### src/rtl/s2m_burst_writer.sv
// s2m_burst_writer
//   Stream-to-memory writer. Each wide sink beat is split into RATIO master
//   beats (least-significant slice first), buffered in a small FIFO, and
//   written out as fixed-length Avalon-MM bursts of BURST beats starting at a
//   CSR-programmed byte address.
//
// Ports
//   clock, reset_n            : clock, asynchronous active-low reset
//   csr_write/read/address    : CSR access (word index 0..7)
//   csr_writedata/readdata    : CSR data, read data has 1-cycle latency
//   m_write/address/writedata : master write burst request
//   m_burstcount              : constant BURST
//   m_waitrequest             : slave stall
//   snk_data/valid/ready      : wide Avalon-ST sink, ready is registered
//   irq                       : STATUS.done AND CTRL.irq_en
//
// CSR map: 0 LENGTH, 1 ADDR, 2 CTRL{abort,irq_en,start}, 3 STATUS{aborted,
//   error,done,busy}, 4 REMAIN, 5..7 read as zero.
module s2m_burst_writer #(
  parameter int MASTER_W   = 256,
  parameter int RATIO      = 2,
  parameter int BURST      = 2,
  parameter int FIFO_DEPTH = 8,
  parameter int ADDR_W     = 32
) (
  input  logic                      clock,
  input  logic                      reset_n,
  input  logic                      csr_write,
  input  logic                      csr_read,
  input  logic [2:0]                csr_address,
  input  logic [31:0]               csr_writedata,
  output logic [31:0]               csr_readdata,
  output logic                      m_write,
  output logic [ADDR_W-1:0]         m_address,
  output logic [MASTER_W-1:0]       m_writedata,
  output logic [$clog2(BURST):0]    m_burstcount,
  input  logic                      m_waitrequest,
  input  logic [MASTER_W*RATIO-1:0] snk_data,
  input  logic                      snk_valid,
  output logic                      snk_ready,
  output logic                      irq
);

  localparam int BYTES = MASTER_W / 8;
  // Pointer width is kept >= 1 so a single-entry FIFO still elaborates; the
  // occupancy count, not the pointer range, bounds the capacity.
  localparam int PW    = (FIFO_DEPTH > 1) ? $clog2(FIFO_DEPTH) : 1;
  localparam int CW    = $clog2(FIFO_DEPTH) + 1;
  localparam int BCW   = $clog2(BURST) + 1;

  localparam logic [CW-1:0]     DEPTH_C   = CW'(FIFO_DEPTH);
  localparam logic [CW-1:0]     RATIO_C   = CW'(RATIO);
  localparam logic [CW-1:0]     BURST_C   = CW'(BURST);
  localparam logic [BCW-1:0]    LAST_BEAT = BCW'(BURST - 1);
  localparam logic [ADDR_W-1:0] STEP      = ADDR_W'(BURST * BYTES);
  localparam logic [31:0]       BURST_M   = 32'(BURST - 1);
  localparam logic [31:0]       RATIO_M   = 32'(RATIO - 1);
  localparam logic [31:0]       BYTES_M   = 32'(BYTES - 1);

  typedef enum logic [1:0] {S_IDLE, S_WAIT, S_BURST, S_DRAIN} state_e;

  // ---------------------------------------------------------------- state
  state_e               state_q, state_d;
  logic [31:0]          length_q, length_d;
  logic [31:0]          addr_csr_q, addr_csr_d;
  logic                 irq_en_q, irq_en_d;
  logic                 busy_q, busy_d;
  logic                 done_q, done_d;
  logic                 error_q, error_d;
  logic                 aborted_q, aborted_d;
  logic                 abort_q, abort_d;
  logic [31:0]          remain_q, remain_d;
  logic [31:0]          sink_rem_q, sink_rem_d;
  logic [ADDR_W-1:0]    addr_q, addr_d;
  logic [BCW-1:0]       beat_q, beat_d;
  logic [CW-1:0]        cnt_q, cnt_d, cnt_step;
  logic [PW-1:0]        wr_ptr_q, wr_ptr_d, rd_ptr_q, rd_ptr_d;
  logic                 snk_ready_q, snk_ready_d;
  logic [31:0]          rdata_q, rdata_d;
  logic [MASTER_W-1:0]  mem_q [2**PW];

  // ---------------------------------------------------------------- decode
  logic wr_len, wr_addr, wr_ctrl, wr_stat;
  logic start_cmd, abort_cmd, start_bad, start_ok, start_err, abort_pend;
  logic push, pop, drain, set_done, set_abort;

  assign wr_len    = csr_write && (csr_address == 3'd0);
  assign wr_addr   = csr_write && (csr_address == 3'd1);
  assign wr_ctrl   = csr_write && (csr_address == 3'd2);
  assign wr_stat   = csr_write && (csr_address == 3'd3);

  // Abort in the same write as start suppresses the start.
  assign abort_cmd = wr_ctrl && csr_writedata[2];
  assign start_cmd = wr_ctrl && csr_writedata[0] && !csr_writedata[2];

  assign start_bad = (length_q == 32'd0) || (|(length_q & BURST_M)) ||
                     (|(length_q & RATIO_M)) || (|(addr_csr_q & BYTES_M));
  assign start_ok  = start_cmd && !busy_q && !start_bad;
  assign start_err = start_cmd && !busy_q && start_bad;

  // A fresh abort request is acted on in the same cycle it is written.
  assign abort_pend = abort_q || (abort_cmd && busy_q);

  assign m_write = (state_q == S_BURST);
  assign push    = snk_valid && snk_ready_q;
  assign pop     = m_write && !m_waitrequest;

  // FIFO occupancy after this cycle's push/pop, before any drain flush.
  assign cnt_step = cnt_q + (push ? RATIO_C : '0) - (pop ? CW'(1) : '0);

  // ---------------------------------------------------------------- master FSM
  always_comb begin
    state_d   = state_q;
    beat_d    = beat_q;
    addr_d    = addr_q;
    drain     = 1'b0;
    set_done  = 1'b0;
    set_abort = 1'b0;
    case (state_q)
      S_IDLE: begin
        if (start_ok) begin
          state_d = S_WAIT;
          addr_d  = addr_csr_q[ADDR_W-1:0];
        end
      end
      S_WAIT: begin
        if (abort_pend) begin
          state_d = S_DRAIN;
        end else if (cnt_q >= BURST_C) begin
          state_d = S_BURST;
          beat_d  = '0;
        end
      end
      S_BURST: begin
        if (pop) begin
          beat_d = beat_q + BCW'(1);
          if (beat_q == LAST_BEAT) begin
            beat_d = '0;
            addr_d = addr_q + STEP;
            if (remain_q == 32'd1) begin
              state_d  = S_IDLE;
              set_done = 1'b1;
            end else if (abort_pend) begin
              state_d = S_DRAIN;
            end else if (cnt_step >= BURST_C) begin
              // Enough data already buffered: chain straight into next burst.
              state_d = S_BURST;
            end else begin
              state_d = S_WAIT;
            end
          end
        end
      end
      S_DRAIN: begin
        drain     = 1'b1;
        set_abort = 1'b1;
        state_d   = S_IDLE;
      end
      default: state_d = S_IDLE;
    endcase
  end

  // ---------------------------------------------------------------- datapath next-state
  always_comb begin
    cnt_d    = drain ? '0 : cnt_step;
    wr_ptr_d = drain ? '0 : wr_ptr_q + (push ? PW'(RATIO) : '0);
    rd_ptr_d = drain ? '0 : rd_ptr_q + PW'(pop);

    remain_d = remain_q;
    if (start_ok)  remain_d = length_q;
    else if (pop)  remain_d = remain_q - 32'd1;

    sink_rem_d = sink_rem_q;
    if (start_ok)  sink_rem_d = length_q / 32'(RATIO);
    else if (push) sink_rem_d = sink_rem_q - 32'd1;

    length_d   = (wr_len  && !busy_q) ? csr_writedata : length_q;
    addr_csr_d = (wr_addr && !busy_q) ? csr_writedata : addr_csr_q;
    irq_en_d   = wr_ctrl ? csr_writedata[1] : irq_en_q;

    busy_d = busy_q;
    if (start_ok)                    busy_d = 1'b1;
    else if (set_done || set_abort)  busy_d = 1'b0;

    // Hardware set wins over a simultaneous write-1-to-clear.
    done_d = done_q;
    if (wr_stat && csr_writedata[1]) done_d = 1'b0;
    if (start_ok)                    done_d = 1'b0;
    if (set_done)                    done_d = 1'b1;

    error_d = error_q;
    if (wr_stat && csr_writedata[2]) error_d = 1'b0;
    if (start_err)                   error_d = 1'b1;

    aborted_d = aborted_q;
    if (wr_stat && csr_writedata[3]) aborted_d = 1'b0;
    if (start_ok)                    aborted_d = 1'b0;
    if (set_abort)                   aborted_d = 1'b1;

    abort_d = abort_pend;
    if (set_done || set_abort) abort_d = 1'b0;

    snk_ready_d = busy_d && !abort_d && (sink_rem_d != 32'd0) &&
                  (cnt_d <= (DEPTH_C - RATIO_C));

    rdata_d = rdata_q;
    if (csr_read) begin
      case (csr_address)
        3'd0:    rdata_d = length_q;
        3'd1:    rdata_d = addr_csr_q;
        3'd2:    rdata_d = {30'd0, irq_en_q, 1'b0};
        3'd3:    rdata_d = {28'd0, aborted_q, error_q, done_q, busy_q};
        3'd4:    rdata_d = remain_q;
        default: rdata_d = 32'd0;
      endcase
    end
  end

  // ---------------------------------------------------------------- registers
  always_ff @(posedge clock or negedge reset_n) begin
    if (!reset_n) begin
      state_q     <= S_IDLE;
      length_q    <= '0;
      addr_csr_q  <= '0;
      irq_en_q    <= 1'b0;
      busy_q      <= 1'b0;
      done_q      <= 1'b0;
      error_q     <= 1'b0;
      aborted_q   <= 1'b0;
      abort_q     <= 1'b0;
      remain_q    <= '0;
      sink_rem_q  <= '0;
      addr_q      <= '0;
      beat_q      <= '0;
      cnt_q       <= '0;
      wr_ptr_q    <= '0;
      rd_ptr_q    <= '0;
      snk_ready_q <= 1'b0;
      rdata_q     <= '0;
    end else begin
      state_q     <= state_d;
      length_q    <= length_d;
      addr_csr_q  <= addr_csr_d;
      irq_en_q    <= irq_en_d;
      busy_q      <= busy_d;
      done_q      <= done_d;
      error_q     <= error_d;
      aborted_q   <= aborted_d;
      abort_q     <= abort_d;
      remain_q    <= remain_d;
      sink_rem_q  <= sink_rem_d;
      addr_q      <= addr_d;
      beat_q      <= beat_d;
      cnt_q       <= cnt_d;
      wr_ptr_q    <= wr_ptr_d;
      rd_ptr_q    <= rd_ptr_d;
      snk_ready_q <= snk_ready_d;
      rdata_q     <= rdata_d;
    end
  end

  // FIFO storage carries no control meaning, so it is left unreset.
  always_ff @(posedge clock) begin
    if (push) begin
      for (int i = 0; i < RATIO; i++) begin
        mem_q[wr_ptr_q + PW'(i)] <= snk_data[i*MASTER_W +: MASTER_W];
      end
    end
  end

  // ---------------------------------------------------------------- outputs
  assign m_address    = addr_q;
  assign m_writedata  = m_write ? mem_q[rd_ptr_q] : '0;
  assign m_burstcount = BCW'(BURST);
  assign snk_ready    = snk_ready_q;
  assign csr_readdata = rdata_q;
  assign irq          = done_q && irq_en_q;

endmodule

### config.mk
export PLATFORM = sky130hd
export DESIGN_NAME = s2m_burst_writer
export DESIGN_NICKNAME = d
export VERILOG_FILES = /design/src/rtl/s2m_burst_writer.sv
export SDC_FILE = /design/constraint.sdc
export NUM_CORES = 2
export LEC_CHECK = 0
export ABC_AREA = 1
export CORE_ASPECT_RATIO = 0.8
export CORE_MARGIN = 2
export CORE_UTILIZATION = 40
export DETAILED_ROUTE_END_ITERATION = 6
export GPL_ROUTABILITY_DRIVEN = 0
export GPL_TIMING_DRIVEN = 0
export PLACE_DENSITY = 0.59
export SLEW_MARGIN = 10
export SYNTH_ARGS = -nofsm -noshare
export SYNTH_HDL_FRONTEND = slang
export SYNTH_SLANG_ARGS = --single-unit
### constraint.sdc
create_clock -name clock -period 30.5 [get_ports clock]
set_input_delay 6.1 -clock clock [delete_from_list [all_inputs] [get_ports clock]]
set_output_delay 6.1 -clock clock [all_outputs]
set_load 0.03 [all_outputs]
==> impl_metrics.tcl <==
set metrics [dict create \
    via_per_inst 5.83 \
    violations "design-rule violations" \
    hpwlAfterDp_mm 292 \
    async_reset_ff_frac 0.0938 \
    syn_inst 10100 \
    fin_cells 15000 \
    synth_commonest_cells "o21ai_0 (2171), edfxtp_1 (2048), nor2_1 (1971)" \
    power_mw 10.0 \
    fmax_mhz 83.3 \
    syn_to_final_growth_pct 22.9 \
    ys_seq_area_frac 0.656 \
    rsz0062_at_grt "false" \
    synth_flop_cell "edfxtp_1" \
    yosys.area.top_type "edfxtp_1" \
    hold_violations 0 \
    drive_above_1_share 0.0610 \
    status "finished with violations" \
    cts_max_level 4 \
    cellLeakagePower_nw 45.2 \
    drv_slew 0 \
    port_buffers 874 \
    drc_errors 1 \
    cts.sinks 2260 \
    hp-class "reg -> reg" \
    layout.nets 12000 \
    insertion_delay_ps 910 \
    yosysWarnings 0 \
    cts_setup_buffers 0 \
    die_x_um 568 \
    ios 878 \
    postPlaceCellArea_um2 117000 \
    synth_edf_count 2048 \
    cts_root_buf "clkbuf_16" \
    grt_overflow 0 \
    wl_per_cell_um 27.2 \
    routed-via-count 87300 \
    fp.dieArea_um2 258000 \
    grt_pass1_wl_mm 577 \
    netlist_area_um2 102000 \
    finClkSkew_ps 94.7 \
    ctsResizeCount 0 \
    die_y_um 455 \
    setup_violations 0 \
    syn_avg_cell_area_um2 10.1 \
    end_kind "output pin" \
    clock_path_buffers 4 \
    cts_made_buffers 234 \
    p_per_area_nw_per_um2 80.2 \
    worstMarginPinSlew_ps 1380 \
    maxCapViolCount 0 \
    yosys.cell_types.count 43 \
    path_clk_slew_ps 60 \
    stdcell_area_um2 125000 \
    grt_max_degree 113 \
    cts_tree "done" \
    slew_headroom 0.0805 \
    synth_seq_cells 2260 \
    synth_most_common_cell "o21ai_0" \
    hold_buffers 0 \
    synth_area_leaders "edfxtp_1 (60%), o21ai_0 (11%), nor2_1 (7.3%)" \
    drt_iter0_markers 13500 \
    start_util 0.402 \
    fin_crit_sh 0.393 \
    start_kind "register" \
    num_rows 165 \
    regToRegSetupSlack_ps 25750 \
    dr.pass1.iters 7 \
    fin_crit_ps 12000 \
    critPathMaxFanout 10 \
    fin_setup_tns_ps 0 \
    fin_util 0.494 \
    antenna_found_initial 92 \
    dp_cells 14500 \
    core_area_um2 253000 \
    crit_required_ps 24400 \
    antenna_left 0 \
    peakVddDrop_uv 46.3 \
    wl_mm 408 \
    grtUsageTotal 0.306 \
    worst_ep_arrival_time_ps 5900 \
    yosysTopAreaCellShare 0.604 \
    worstSetupPathType "reg -> out" \
    grt_pass1_vias 82900 \
    syn_nets 10600 \
]
## critical path, stage by stage, from the launching register on
cell	delay, ps
dfrtp_1	390
clkinv_1	410
clkbuf_2	640
buf_2	640
clkbuf_1	1020
clkbuf_1	580
a31oi_1	530
clkdlybuf4s50_1	740
## state kept, by name, indices dropped and copies added, names as in the netlist, 4 cells and up
name / flops
addr_csr_q: 32
cnt_q: 4
csr_readdata: 32
length_q: 32
m_address: 32
mem_q: 2048
remain_q: 32
sink_rem_q: 32
## through the flow
stage	setup WS, ps	hold slack (ps)
after global routing	18470	508
final	18500	470
after floorplan	2040	441
after detailed placement	19490	452
after CTS	18600	468
after global placement	-26240	454
## layout by cell type, fill, tap and decap left out, types with 12 or more instances in the layout
master           count
diode_2             57
clkbuf_2            41
mux2_2              25
buf_8               38
nand4_1             40
o221ai_1            36
a31oi_1            259
buf_2               46
nor3_1              15
nand2_1           1123
clkbuf_1           873
a21oi_1            283
ha_1                12
dfrtp_1            212
clkbuf_16          237
xor2_1              41
buf_6               64
buf_4              123
clkinv_1            59
xnor2_1             12
buf_16              15
o21ai_1             30
o21ai_0           2171
o211ai_1            12
clkinv_2            28
o22ai_1            264
edfxtp_1          2048
buf_1               31
clkdlybuf4s50_1    873
inv_1              455
nor2_1            1971
nand3_1             44
bufinv_16           26
## cells by family after synthesis
kind of cell | after synthesis | share of synthesized area
DFF | 2260 | 0.656
AOI/OAI and AO/OA | 3066 | 0.159
adders and majority gates | 13 | 0.00167
other | 2 | 0.0000738
and+or+nand+nor | 3221 | 0.122
buffers and inverters | 1426 | 0.0534
xor gates and xnor gates | 53 | 0.00456
muxes | 26 | 0.00286
## layout make-up
type                       count  area (um^2)
clock buffer                 281         6140
inverter                     469         1760
multi-input combinational   6381        29600
antenna                       57          143
sequential                  2260        66800
fill                       22900       128000
timing repair buffer        1110        11400
buffer                       957         3730
clock inverter               133         1370
tap                         3340         4180
## power breakdown
group | internal [mW] | leakage [nW] | switching (mW) | total [mW]
registers | 3.54 | 21.1 | 0.114 | 3.65
clock network | 1.64 | 3.66 | 1.26 | 2.90
logic | 0.964 | 20.4 | 2.50 | 3.47
total | 6.15 | 45.2 | 3.87 | 10.0
## path summary, 6_finish.rpt
check,startpoint,end,cells after the start
worst max-delay path,rd_ptr_q[2],m_writedata[199],7
worst min-delay path,m_address[3],m_address[3],2
worst max register to register,snk_ready,mem_q[7][168],10
worst min register to register,m_address[3],m_address[3],2
max in group asynchronous,reset_n,sink_rem_q[29],2
min in group asynchronous,reset_n,csr_readdata[16],1
## routing by layer
metal,global-route usage,routed length [um]
met1,0.408,155000
met5,0,247
met3,0.0719,48900
met2,0.459,179000
met4,0.174,24800
Power figures use the tool's default switching activity.
